<file path="src/rtl/ising_config.sv">
// Shared definitions for the scaler pivot loader: gpio word layout, tree
// geometry, loader state encoding and the heap-order pivot position helper.
package ising_config;

    localparam int unsigned GPIO_W     = 32;
    localparam int unsigned DATA_LSB   = 0;
    localparam int unsigned DATA_W     = 16;
    localparam int unsigned ADDR_LSB   = 16;
    localparam int unsigned ADDR_W     = 8;
    localparam int unsigned STROBE_BIT = 24;

    localparam int unsigned TREE_NODES = 255;
    localparam int unsigned TREE_DEPTH = 8;
    localparam int unsigned NODE_W     = TREE_DEPTH;

    typedef enum logic [2:0] {
        ST_IDLE  = 3'd0,
        ST_CALC  = 3'd1,
        ST_WRITE = 3'd2,
        ST_GAP   = 3'd3,
        ST_DONE  = 3'd4
    } state_e;

    // Word driven into the scaler tree's gpio_in.
    typedef struct packed {
        logic [6:0]        zero;
        logic              strobe;
        logic [ADDR_W-1:0] addr;
        logic [DATA_W-1:0] data;
    } gpio_word_t;

    // Bin index of heap node n: depth d = msb(n+1), position j = n+1-2^d,
    // k = (2j+1) * 2^(7-d). Clearing bit d of n+1 yields j directly.
    function automatic logic [NODE_W-1:0] node_k(input logic [NODE_W-1:0] n);
        logic [NODE_W-1:0] m;
        logic [NODE_W-1:0] j;
        logic [2:0]        d;
        m = n + NODE_W'(1);
        d = 3'd0;
        for (int i = 0; i < int'(NODE_W); i++) begin
            if (m[i]) d = 3'(i);
        end
        j    = m;
        j[d] = 1'b0;
        return NODE_W'({j[NODE_W-2:0], 1'b1} << (3'd7 - d));
    endfunction

endpackage

</file>
<file path="src/rtl/scaler_pivot_loader_if.sv">
// Host/tree-side bundle of the pivot loader.
//   gpio_in   : host configuration word (passed through when idle)
//   start     : one-cycle pulse, begins a pivot load
//   abort     : one-cycle pulse, cancels a load in progress
//   base/step : signed lower edge / unsigned bin width of the input range
//   gpio_out  : registered word to the scaler tree
//   busy/done/collision : load status
interface scaler_pivot_loader_if;

    logic [31:0]        gpio_in;
    logic               start;
    logic               abort;
    logic signed [15:0] base;
    logic [15:0]        step;
    logic [31:0]        gpio_out;
    logic               busy;
    logic               done;
    logic               collision;

    modport master (
        output gpio_in, start, abort, base, step,
        input  gpio_out, busy, done, collision
    );

    modport slave (
        input  gpio_in, start, abort, base, step,
        output gpio_out, busy, done, collision
    );

endinterface

</file>
<file path="src/rtl/pivot_calc.sv">
// Combinational pivot generator for one tree node.
//   n_i     : node index in heap order (0..254)
//   base_i  : signed lower edge
//   step_i  : unsigned bin width
//   pivot_o : base + k*step saturated to 16-bit signed
//   addr_o  : START_ADDR + n modulo 256
module pivot_calc
    import ising_config::*;
#(
    parameter int unsigned START_ADDR = 0
) (
    input  logic [NODE_W-1:0]        n_i,
    input  logic signed [DATA_W-1:0] base_i,
    input  logic [DATA_W-1:0]        step_i,
    output logic [DATA_W-1:0]        pivot_o,
    output logic [ADDR_W-1:0]        addr_o
);

    localparam int unsigned PROD_W = NODE_W + DATA_W;
    localparam int unsigned SUM_W  = PROD_W + 2;
    localparam logic signed [SUM_W-1:0] PIV_MAX = SUM_W'(32767);
    localparam logic signed [SUM_W-1:0] PIV_MIN = -SUM_W'(32768);

    logic [NODE_W-1:0]       k;
    logic [PROD_W-1:0]       prod;
    logic signed [SUM_W-1:0] sum;

    // Wide signed sum so the saturation compare sees the true value.
    always_comb begin
        k    = node_k(n_i);
        prod = PROD_W'(k) * PROD_W'(step_i);
        sum  = SUM_W'(base_i) + $signed(SUM_W'(prod));
        if (sum > PIV_MAX) begin
            pivot_o = 16'h7FFF;
        end else if (sum < PIV_MIN) begin
            pivot_o = 16'h8000;
        end else begin
            pivot_o = sum[DATA_W-1:0];
        end
        addr_o = ADDR_W'(START_ADDR) + n_i;
    end

endmodule

</file>
<file path="src/rtl/scaler_pivot_loader.sv">
// Loads the 255 pivots of a binary scaler tree over the gpio word bus,
// one node every three cycles (CALC, WRITE strobe, GAP), and passes the
// host word through while idle.
//   clk : rising-edge clock
//   rst : asynchronous active-low reset
//   bus : scaler_pivot_loader_if.slave (gpio_in/start/abort/base/step in,
//         gpio_out/busy/done/collision out, all outputs registered)
module scaler_pivot_loader
    import ising_config::*;
#(
    parameter int unsigned START_ADDR = 0
) (
    input  logic                  clk,
    input  logic                  rst,
    scaler_pivot_loader_if.slave  bus
);

    if (START_ADDR > 1) begin : g_bad_start_addr
        $error("scaler_pivot_loader: START_ADDR must be 0 or 1");
    end

    state_e                   state_q, state_d;
    logic [NODE_W-1:0]        n_q, n_d;
    logic signed [DATA_W-1:0] base_q, base_d;
    logic [DATA_W-1:0]        step_q, step_d;
    logic [GPIO_W-1:0]        gpio_out_q, gpio_out_d;
    logic                     busy_q, busy_d;
    logic                     done_q, done_d;
    logic                     collision_q, collision_d;

    logic [DATA_W-1:0]        pivot_c;
    logic [ADDR_W-1:0]        addr_c;
    gpio_word_t               wr_word_c;

    pivot_calc #(
        .START_ADDR (START_ADDR)
    ) u_pivot_calc (
        .n_i     (n_q),
        .base_i  (base_q),
        .step_i  (step_q),
        .pivot_o (pivot_c),
        .addr_o  (addr_c)
    );

    // State and output registers.
    always_ff @(posedge clk or negedge rst) begin
        if (!rst) begin
            state_q     <= ST_IDLE;
            n_q         <= '0;
            base_q      <= '0;
            step_q      <= '0;
            gpio_out_q  <= '0;
            busy_q      <= 1'b0;
            done_q      <= 1'b0;
            collision_q <= 1'b0;
        end else begin
            state_q     <= state_d;
            n_q         <= n_d;
            base_q      <= base_d;
            step_q      <= step_d;
            gpio_out_q  <= gpio_out_d;
            busy_q      <= busy_d;
            done_q      <= done_d;
            collision_q <= collision_d;
        end
    end

    // Next state; outputs are computed for the cycle being entered.
    always_comb begin
        state_d     = state_q;
        n_d         = n_q;
        base_d      = base_q;
        step_d      = step_q;
        gpio_out_d  = gpio_out_q;
        busy_d      = 1'b0;
        done_d      = 1'b0;
        collision_d = collision_q;

        wr_word_c        = '0;
        wr_word_c.strobe = 1'b1;
        wr_word_c.addr   = addr_c;
        wr_word_c.data   = pivot_c;

        unique case (state_q)
            ST_IDLE: begin
                gpio_out_d = bus.gpio_in;
                if (bus.start) begin
                    state_d     = ST_CALC;
                    n_d         = '0;
                    base_d      = bus.base;
                    step_d      = bus.step;
                    collision_d = 1'b0;
                    busy_d      = 1'b1;
                end
            end
            ST_CALC: begin
                if (bus.abort) begin
                    state_d    = ST_IDLE;
                    gpio_out_d = '0;
                end else begin
                    state_d    = ST_WRITE;
                    gpio_out_d = wr_word_c;
                    busy_d     = 1'b1;
                end
            end
            ST_WRITE: begin
                if (bus.abort) begin
                    state_d    = ST_IDLE;
                    gpio_out_d = '0;
                end else begin
                    state_d                = ST_GAP;
                    gpio_out_d[STROBE_BIT] = 1'b0;
                    busy_d                 = 1'b1;
                end
            end
            ST_GAP: begin
                gpio_out_d = '0;
                if (bus.abort) begin
                    state_d = ST_IDLE;
                end else if (n_q == NODE_W'(TREE_NODES - 1)) begin
                    state_d = ST_DONE;
                    done_d  = 1'b1;
                end else begin
                    state_d = ST_CALC;
                    n_d     = n_q + NODE_W'(1);
                    busy_d  = 1'b1;
                end
            end
            ST_DONE: begin
                state_d    = ST_IDLE;
                gpio_out_d = '0;
            end
            default: begin
                state_d    = ST_IDLE;
                gpio_out_d = '0;
            end
        endcase

        // Host writes are dropped while loading; remember that one was lost.
        if ((state_q == ST_CALC || state_q == ST_WRITE || state_q == ST_GAP)
            && bus.gpio_in[STROBE_BIT]) begin
            collision_d = 1'b1;
        end
    end

    assign bus.gpio_out  = gpio_out_q;
    assign bus.busy      = busy_q;
    assign bus.done      = done_q;
    assign bus.collision = collision_q;

endmodule

</file>
<file path="src/flat_wrapper.sv">
// flat-port wrapper written by rule: the top's interface ports become plain ports
module scaler_pivot_loader_flat import ising_config::*;
#(
    parameter int unsigned START_ADDR = 0
)
  (clk, rst, bus_gpio_in, bus_start, bus_abort, bus_base, bus_step, bus_gpio_out, bus_busy, bus_done, bus_collision);
  scaler_pivot_loader_if bus_i ();
  input  logic clk;
  input  logic rst;
  input wire logic [$bits(bus_i.gpio_in)-1:0] bus_gpio_in;
  input wire logic [$bits(bus_i.start)-1:0] bus_start;
  input wire logic [$bits(bus_i.abort)-1:0] bus_abort;
  input wire logic [$bits(bus_i.base)-1:0] bus_base;
  input wire logic [$bits(bus_i.step)-1:0] bus_step;
  output wire logic [$bits(bus_i.gpio_out)-1:0] bus_gpio_out;
  output wire logic [$bits(bus_i.busy)-1:0] bus_busy;
  output wire logic [$bits(bus_i.done)-1:0] bus_done;
  output wire logic [$bits(bus_i.collision)-1:0] bus_collision;
  assign bus_i.gpio_in = bus_gpio_in;
  assign bus_i.start = bus_start;
  assign bus_i.abort = bus_abort;
  assign bus_i.base = bus_base;
  assign bus_i.step = bus_step;
  assign bus_gpio_out = bus_i.gpio_out;
  assign bus_busy = bus_i.busy;
  assign bus_done = bus_i.done;
  assign bus_collision = bus_i.collision;
  scaler_pivot_loader #(.START_ADDR(START_ADDR)) u_core (.clk(clk), .rst(rst), .bus(bus_i));
endmodule
</file>
<file path="config.mk">
export PLATFORM = sky130hd
export DESIGN_NAME = scaler_pivot_loader_flat
export DESIGN_NICKNAME = d
export VERILOG_FILES = /design/src/rtl/ising_config.sv /design/src/rtl/scaler_pivot_loader_if.sv /design/src/rtl/pivot_calc.sv /design/src/rtl/scaler_pivot_loader.sv /design/src/flat_wrapper.sv
export SDC_FILE = /design/constraint.sdc
export NUM_CORES = 1
export LEC_CHECK = 0
export CAP_MARGIN = 10
export CORE_ASPECT_RATIO = 1.75
export CORE_MARGIN = 2
export CORE_UTILIZATION = 59
export DETAILED_ROUTE_END_ITERATION = 6
export PLACE_DENSITY_LB_ADDON = 0.08
export SLEW_MARGIN = 20
export SYNTH_ARGS = -nofsm -noshare
export SYNTH_HDL_FRONTEND = slang
export SYNTH_HIERARCHICAL = 1
export SYNTH_SLANG_ARGS = --single-unit
</file>
<file path="constraint.sdc">
create_clock -name clk -period 11.25 [get_ports clk]
set_clock_uncertainty 0.2 [all_clocks]
set_input_delay 3.375 -clock clk [delete_from_list [all_inputs] [get_ports clk]]
set_output_delay 3.375 -clock clk [all_outputs]
set_load 0.01 [all_outputs]
</file>
==> impl_metrics.py, run 1 <==
metrics = {
    "floorplanning": {
        "num_rows": 61,
        "die_x_um": 99.29,
        "die_y_um": 170.8,
        "core_area_um2": 15720,
        "die-area_um2": 16950,
        "start_util": 0.5963,
        "io_pins": 103,
    },
    "clocking": {
        "clkTransAtPathRegs_ns": 0.07,
        "cts_hold_buf": 0,
        "cts-resized-gates": 0,
        "clock_latency_ns": 0.34,
        "numCtsBuffers": 9,
        "h-tree-depth": 3,
        "cts.sinks": 78,
        "cts_tree": "yes",
        "postCtsSetupRepairBufs": 0,
        "cts_buffer_depth": 2,
        "clk_root_buffer_cell": "clkbuf_16",
    },
    "setup_path": {
        "critPathKind": "register to register",
        "crit_required_ns": 11.28,
        "critPathSlowestCell": "dfrtp_1",
        "r2r_slack_ns": 0.91,
        "r2r_cells": 37,
        "cp_common_cell": "fa_1",
        "critPathCapture": "u_core/bus.gpio_out[4]",
        "slowest_delay_ns": 0.66,
        "path_max_fanout": 17,
        "r2r-end": "u_core/bus.gpio_out[4]",
        "setup.worst_path.start_class": "register",
        "crit_arrival_ns": 10.37,
        "r2r-start": "u_core/n_q[0]",
        "crit_path_end_kind": "register",
        "critPathLaunch": "u_core/n_q[0]",
    },
    "final_layout": {
        "n_antenna_cell": 0,
        "area.growth.synth_to_final_pct": 15.05,
        "nNetsFinal": 1403,
        "fin_util": 0.6861,
        "drive_above_1_share": 0.05508,
    },
    "logic_synthesis": {
        "yosys-top-cells-area": "dfrtp_1 21%, fa_1 18%, ha_1 10%",
        "synthArstFlopShare": 1.000,
        "syn_avg_cell_area_um2": 8.554,
        "netlist.area_leader.share": 0.2082,
        "yosys.cell_types.count": 73,
        "synth_edf_count": 0,
        "yosys_warnings": 6,
        "synthesis.area_um2": 9375,
        "synthFlopType": "dfrtp_1",
        "syn_nets": 1324,
        "synth_seq_cells": 78,
        "syn-instance-count": 1096,
        "synth_seq_area_share": 0.2082,
        "synth_top_area_cell": "dfrtp_1",
    },
    "timing": {
        "fmax_mhz": 96.74,
        "hold_viol": 0,
        "rsz0062_at_grt": "no",
        "setup_viol": 0,
        "slew_headroom": 0.3849,
        "fin_setup_tns_ns": 0,
        "maxSlewViolCount": 0,
        "hold_slack_ns": 0.2850,
        "final.setup.worst_slack_ns": 0.9126,
        "fin_crit_sh": 0.9189,
        "tightestPinTransition_ns": 0.9166,
        "period_needed_ns": 10.34,
    },
    "global_routing": {
        "grt_max_degree": 69,
        "grt_pass1_vias": 8277,
        "antenna_found_initial": 0,
        "grtUsageTotal": 0.2846,
        "grt_pass1_wl_mm": 38.99,
        "grt-ovfl-total": 0,
    },
    "run": {
        "max-cap-violations": 0,
    },
    "pwr": {
        "leakagePower_nw": 5.247,
        "p_per_area_nw_per_um2": 334.3,
        "p_int_mw": 1.701,
        "swShare": 0.5283,
        "power.switching_mw": 1.905,
        "ir_drop_mv": 0.2069,
        "p_total_mw": 3.606,
        "power_frac_seq": 0.156,
        "pwr-share-comb": 0.757,
        "clockPowerShare": 0.086,
    },
    "routing": {
        "drtAntennaViolNets": 0,
        "drtIter0Drc": 339,
        "vias_per_cell": 5.779,
        "drc": 0,
        "via_count": 7912,
        "firstDrtPassIters": 5,
        "wl_per_cell_um": 17.04,
        "drt_wl_total_mm": 23.33,
    },
    "placement": {
        "dpl.hpwl_mm": 18.26,
        "place_congestion": 0.9244,
        "place_ws_ns": 1.067,
        "io_buffers": 102,
    },
    "min_path": {
        "hold_class": "register to register",
    },
    "status": {
        "outcome": "finished clean",
    },
}
-- sequential cells by signal, indices dropped and copies added (netlist names) --
signal / cells
u_core/base_q: 16
u_core/bus.busy: 1
u_core/bus.collision: 1
u_core/bus.done: 1
u_core/bus.gpio_out: 32
u_core/n_q: 8
u_core/state_q: 3
u_core/step_q: 16
-- logic make-up after synthesis --
kind of cell / count (synthesis) / synth area share
buffers and inverters: 150 / 0.06873
AOI/OAI and AO/OA: 207 / 0.1517
and+or+nand+nor: 449 / 0.2386
adders and majority gates: 160 / 0.2816
muxes: 7 / 0.007474
xor gates and xnor gates: 45 / 0.04364
DFF: 78 / 0.2082
-- worst min-delay path by stage --
stage	from	to	slack, ns	cells past startpoint
2_1_floorplan	u_core/base_q[0]	u_core/base_q[0]	0.25	2
3_3_place_gp	u_core/bus.gpio_out[18]	u_core/bus.gpio_out[18]	0.27	2
3_5_place_dp	u_core/base_q[2]	u_core/base_q[2]	0.27	2
4_1_cts	u_core/base_q[6]	u_core/base_q[6]	0.29	2
5_1_grt	u_core/base_q[11]	u_core/base_q[11]	0.32	2
6_report	u_core/base_q[2]	u_core/base_q[2]	0.29	2
-- power groups by stage --
stage,sequential [mW],combinational [mW],clock (mW)
detailed placement,0.566,2.70,0
floorplan,0.520,2.06,0
global route,0.582,3.04,0.325
finish,0.564,2.73,0.311
CTS,0.564,2.72,0.318
global placement,0.567,2.66,0
-- synth_stat cells (6+ instances only) --
| library cell | count |
|---|---|
| nand4_1 | 8 |
| mux2i_1 | 7 |
| o21a_1 | 8 |
| ha_1 | 75 |
| buf_2 | 8 |
| nand3_1 | 16 |
| a22oi_1 | 19 |
| a31oi_1 | 6 |
| fa_1 | 85 |
| nor3_1 | 17 |
| and2_1 | 75 |
| a21o_1 | 12 |
| xor2_1 | 20 |
| dfrtp_1 | 78 |
| buf_4 | 8 |
| o21ai_0 | 40 |
| and3_1 | 10 |
| nand2_1 | 202 |
| a21oi_1 | 47 |
| nor2b_1 | 37 |
| inv_1 | 104 |
| o31ai_1 | 6 |
| nand2b_1 | 19 |
| nor2_1 | 34 |
| a22o_1 | 7 |
| o21ai_2 | 13 |
| clkbuf_1 | 24 |
| xnor2_1 | 23 |
-- layer usage --
metal | track usage | routed length, µm | up-vias
met1 | 0.3252 | 8916 | 3842
met4 | 0.1120 | 765 | 0
met3 | 0.04044 | 928 | 60
li1 | - | - | 3795
met2 | 0.5276 | 12720 | 215
met5 | 0 | 0 | -
-- cell type report --
| type | instances | area [µm²] |
|---|---|---|
| timing repair buffer | 114 | 1109 |
| clock inverter | 7 | 80.08 |
| clock buffer | 9 | 225.2 |
| sequential | 78 | 1952 |
| inverter | 104 | 390.4 |
| multi-input combinational | 868 | 6794 |
| tap | 189 | 236.5 |
| fill | 1332 | 4936 |
-- worst max-delay path: cells and delay by family, from the launching register on --
| family | cells | cell delay, ns |
|---|---|---|
| compound gates | 12 | 2.87 |
| xor+xnor | 3 | 0.54 |
| simple gates | 12 | 2.61 |
| flops | 1 | 0.66 |
| fa+ha+maj | 7 | 2.95 |
| buf+inv | 3 | 0.39 |
-- through the flow --
step                      std cells  cell area, µm²
after floorplan                1096            9375
after global placement         1352           10470
after detailed placement       1353           10480
after CTS                      1369           10790
after global routing           1369           10790
final                          1369           10790
-- cell usage in the layout, fill, tap and decap left out, types with 9 or more instances in the layout --
master	instances
clkdlybuf4s50_1	101
xnor2_1	23
a22oi_1	19
nand3_1	16
clkbuf_16	9
dfrtp_1	78
o21ai_2	13
xor2_1	20
a21o_1	12
nand2_1	202
nor3_1	14
nor2b_1	37
inv_1	104
fa_1	85
a21oi_1	47
nand2b_1	19
and3_1	10
buf_4	13
o21ai_0	40
and2_1	75
ha_1	75
nor2_1	34
(Power assumes the default switching activity.)
==> inputs of run 2 (changes only) <==
==> constraint.sdc (replaced) <==
create_clock -name clk -period 11.25 [get_ports clk]
set_clock_uncertainty 0.2 [all_clocks]
set_input_delay 2.25 -clock clk [delete_from_list [all_inputs] [get_ports clk]]
set_output_delay 2.25 -clock clk [all_outputs]
set_load 0.01 [all_outputs]
==> results of run 2 <==
The final DEF is identical to that of run 1. Status: finished clean.
==> inputs of run 3 (changes only) <==
--- a/config.mk
+++ b/config.mk
@@ -8,7 +8,7 @@
 export CAP_MARGIN = 10
 export CORE_ASPECT_RATIO = 1.75
 export CORE_MARGIN = 2
-export CORE_UTILIZATION = 59
+export CORE_UTILIZATION = 50
 export DETAILED_ROUTE_END_ITERATION = 6
 export PLACE_DENSITY_LB_ADDON = 0.08
 export SLEW_MARGIN = 20
==> run 3 against run 2 <==
Net effect: power shrank 0.78%; sequential power is essentially flat; routed wire length grew 2.2%; clock power shrank 6%; first-iteration DRC count shrank 15%; register-to-register slack gained 0.08 ns; non-clock buffer count is the same; cell area grew 0.37%; largest cell class unchanged.
==> impl_metrics.py, run 3 (synthesis results as in run 1) <==
metrics = {
    "placement": {
        "io_buffers": 102,
        "place_congestion": 0.8631,
        "placedCellCount": 1402,
        "dpl.hpwl_mm": 18.74,
    },
    "min_path": {
        "min_path_cells": 2,
        "hp-start": "u_core/base_q[6]",
        "hold_class": "register to register",
        "hold_end": "u_core/base_q[6]",
    },
    "floorplanning": {
        "num_rows": 66,
        "core_area_um2": 18500,
        "die_x_um": 107.5,
        "die_y_um": 185.1,
        "io_pins": 103,
        "start_util": 0.5068,
        "die-area_um2": 19900,
    },
    "timing": {
        "slew_headroom": 0.3993,
        "maxSlewViolCount": 0,
        "setup_viol": 0,
        "tightestPinTransition_ns": 0.9011,
        "fin_setup_tns_ns": 0,
        "rsz0062_at_grt": "no",
        "hold_viol": 0,
        "period_needed_ns": 10.26,
        "fmax_mhz": 97.47,
        "fin_crit_sh": 0.9120,
    },
    "setup_path": {
        "crit_path_end_kind": "register",
        "critPathKind": "register to register",
        "slowest_delay_ns": 0.66,
        "r2r_slack_ns": 0.99,
        "setup.worst_path.start_class": "register",
        "crit_arrival_ns": 10.31,
        "crit_required_ns": 11.30,
        "critPathSlowestCell": "dfrtp_1",
        "r2r_cells": 35,
        "r2r-start": "u_core/n_q[0]",
        "r2r-end": "u_core/bus.gpio_out[4]",
        "path_max_fanout": 17,
    },
    "pwr": {
        "power.switching_mw": 1.895,
        "ir_drop_mv": 0.1951,
        "pwr-share-comb": 0.761,
        "leakagePower_nw": 5.231,
        "p_int_mw": 1.683,
        "clockPowerShare": 0.082,
        "power_frac_seq": 0.157,
        "p_per_area_nw_per_um2": 330.4,
        "swShare": 0.5297,
    },
    "clocking": {
        "cts_buffer_depth": 2,
        "clock_latency_ns": 0.36,
        "cts.sinks": 78,
        "numCtsBuffers": 9,
        "postCtsSetupRepairBufs": 0,
        "h-tree-depth": 3,
        "cts_tree": "yes",
        "cts_hold_buf": 0,
        "clkTransAtPathRegs_ns": 0.06,
        "cts-resized-gates": 0,
        "clk_root_buffer_cell": "clkbuf_16",
    },
    "status": {
        "outcome": "finished clean",
    },
    "routing": {
        "drtAntennaViolNets": 0,
        "drc": 0,
        "firstDrtPassIters": 6,
        "drt_wl_total_mm": 23.85,
        "drtIter0Drc": 288,
        "via_count": 7828,
        "wl_per_cell_um": 16.82,
        "vias_per_cell": 5.520,
    },
    "final_layout": {
        "final_common_cell": "nand2_1",
        "largest_register_ffs": 32,
        "final_cells": 1418,
        "n_antenna_cell": 0,
        "area.growth.synth_to_final_pct": 15.48,
        "drive_above_1_share": 0.05424,
        "nNetsFinal": 1403,
        "num-fill-cells": 1740,
        "layout_common_cells": "202 x nand2_1, 104 x inv_1, 101 x clkdlybuf4s50_1",
    },
    "global_routing": {
        "grt_pass1_vias": 8027,
        "grt_max_degree": 69,
        "grt_pass1_wl_mm": 39.36,
        "antenna_found_initial": 0,
        "grtUsageTotal": 0.2515,
        "grt-ovfl-total": 0,
    },
    "run": {
        "max-cap-violations": 0,
    },
}
[run 3: changes by cell type in the layout (fill, tap and decap cells not counted), sizes merged]
cell	before	now
clkbuf	9	11
inv	108	106
bufinv	1	0
clkinvlp	1	2
[run 3: worst max path at each step]
| stage | from | to | cells after the start |
|---|---|---|---|
| 2_1_floorplan | u_core/n_q[1] | u_core/bus.gpio_out[5] | 38 |
| 3_3_place_gp | u_core/n_q[0] | u_core/bus.gpio_out[2] | 36 |
| 3_5_place_dp | u_core/n_q[0] | u_core/bus.gpio_out[4] | 35 |
| 4_1_cts | u_core/n_q[0] | u_core/bus.gpio_out[4] | 35 |
| 5_1_grt | u_core/n_q[0] | u_core/bus.gpio_out[4] | 35 |
| 6_report | u_core/n_q[0] | u_core/bus.gpio_out[4] | 35 |
[run 3: power groups by stage]
stage,Sequential [mW],Combinational (mW),Clock (mW)
finish,0.562,2.72,0.292
global route,0.584,3.04,0.306
CTS,0.563,2.73,0.298
detailed placement,0.564,2.70,0
global placement,0.566,2.69,0
floorplan,0.520,2.06,0
[run 3: final cells by class]
cell class / count / area, µm² / area share
inverters: 104 / 390.4 / 0.03606
well taps: 238 / 297.8 / 0.02751
clock buffers: 11 / 242.7 / 0.02242
flip-flops and latches: 78 / 1952 / 0.1803
repair buffers: 114 / 1109 / 0.1024
clock inverters: 5 / 41.29 / 0.003814
multi-input cells: 868 / 6794 / 0.6275
[run 3: critical path: cells and delay by family (launching register included)]
kind	cells	cell delay, ns
AOI/OAI and AO/OA	16	3.91
xor gates and xnor gates	2	0.28
adders and majority gates	7	3.13
buffers and inverters	2	0.11
DFF	1	0.66
and+or+nand+nor	8	1.84
[run 3: metrics by stage]
stage / utilization / setup slack [ns] / total power [mW] / hold WS [ns] / instance area [µm²]
after floorplan: - / 2.313 / 2.581 / 0.2523 / 9375
final: 0.5853 / 0.9902 / 3.578 / 0.2842 / 10830
after global routing: 0.5853 / 0.3107 / 3.931 / 0.3129 / 10830
after CTS: 0.5853 / 1.089 / 3.591 / 0.2886 / 10830
after detailed placement: 0.5699 / 1.072 / 3.264 / 0.2702 / 10540
after global placement: 0.5699 / 1.327 / 3.255 / 0.2622 / 10540
[run 3: per-layer routing]
layer	global-route usage	up-vias	share of wire
li1	-	3798	-
met1	0.2856	3807	0.39
met2	0.4652	182	0.54
met3	0.03589	41	0.035
met4	0.1021	0	0.031
met5	0	-	0
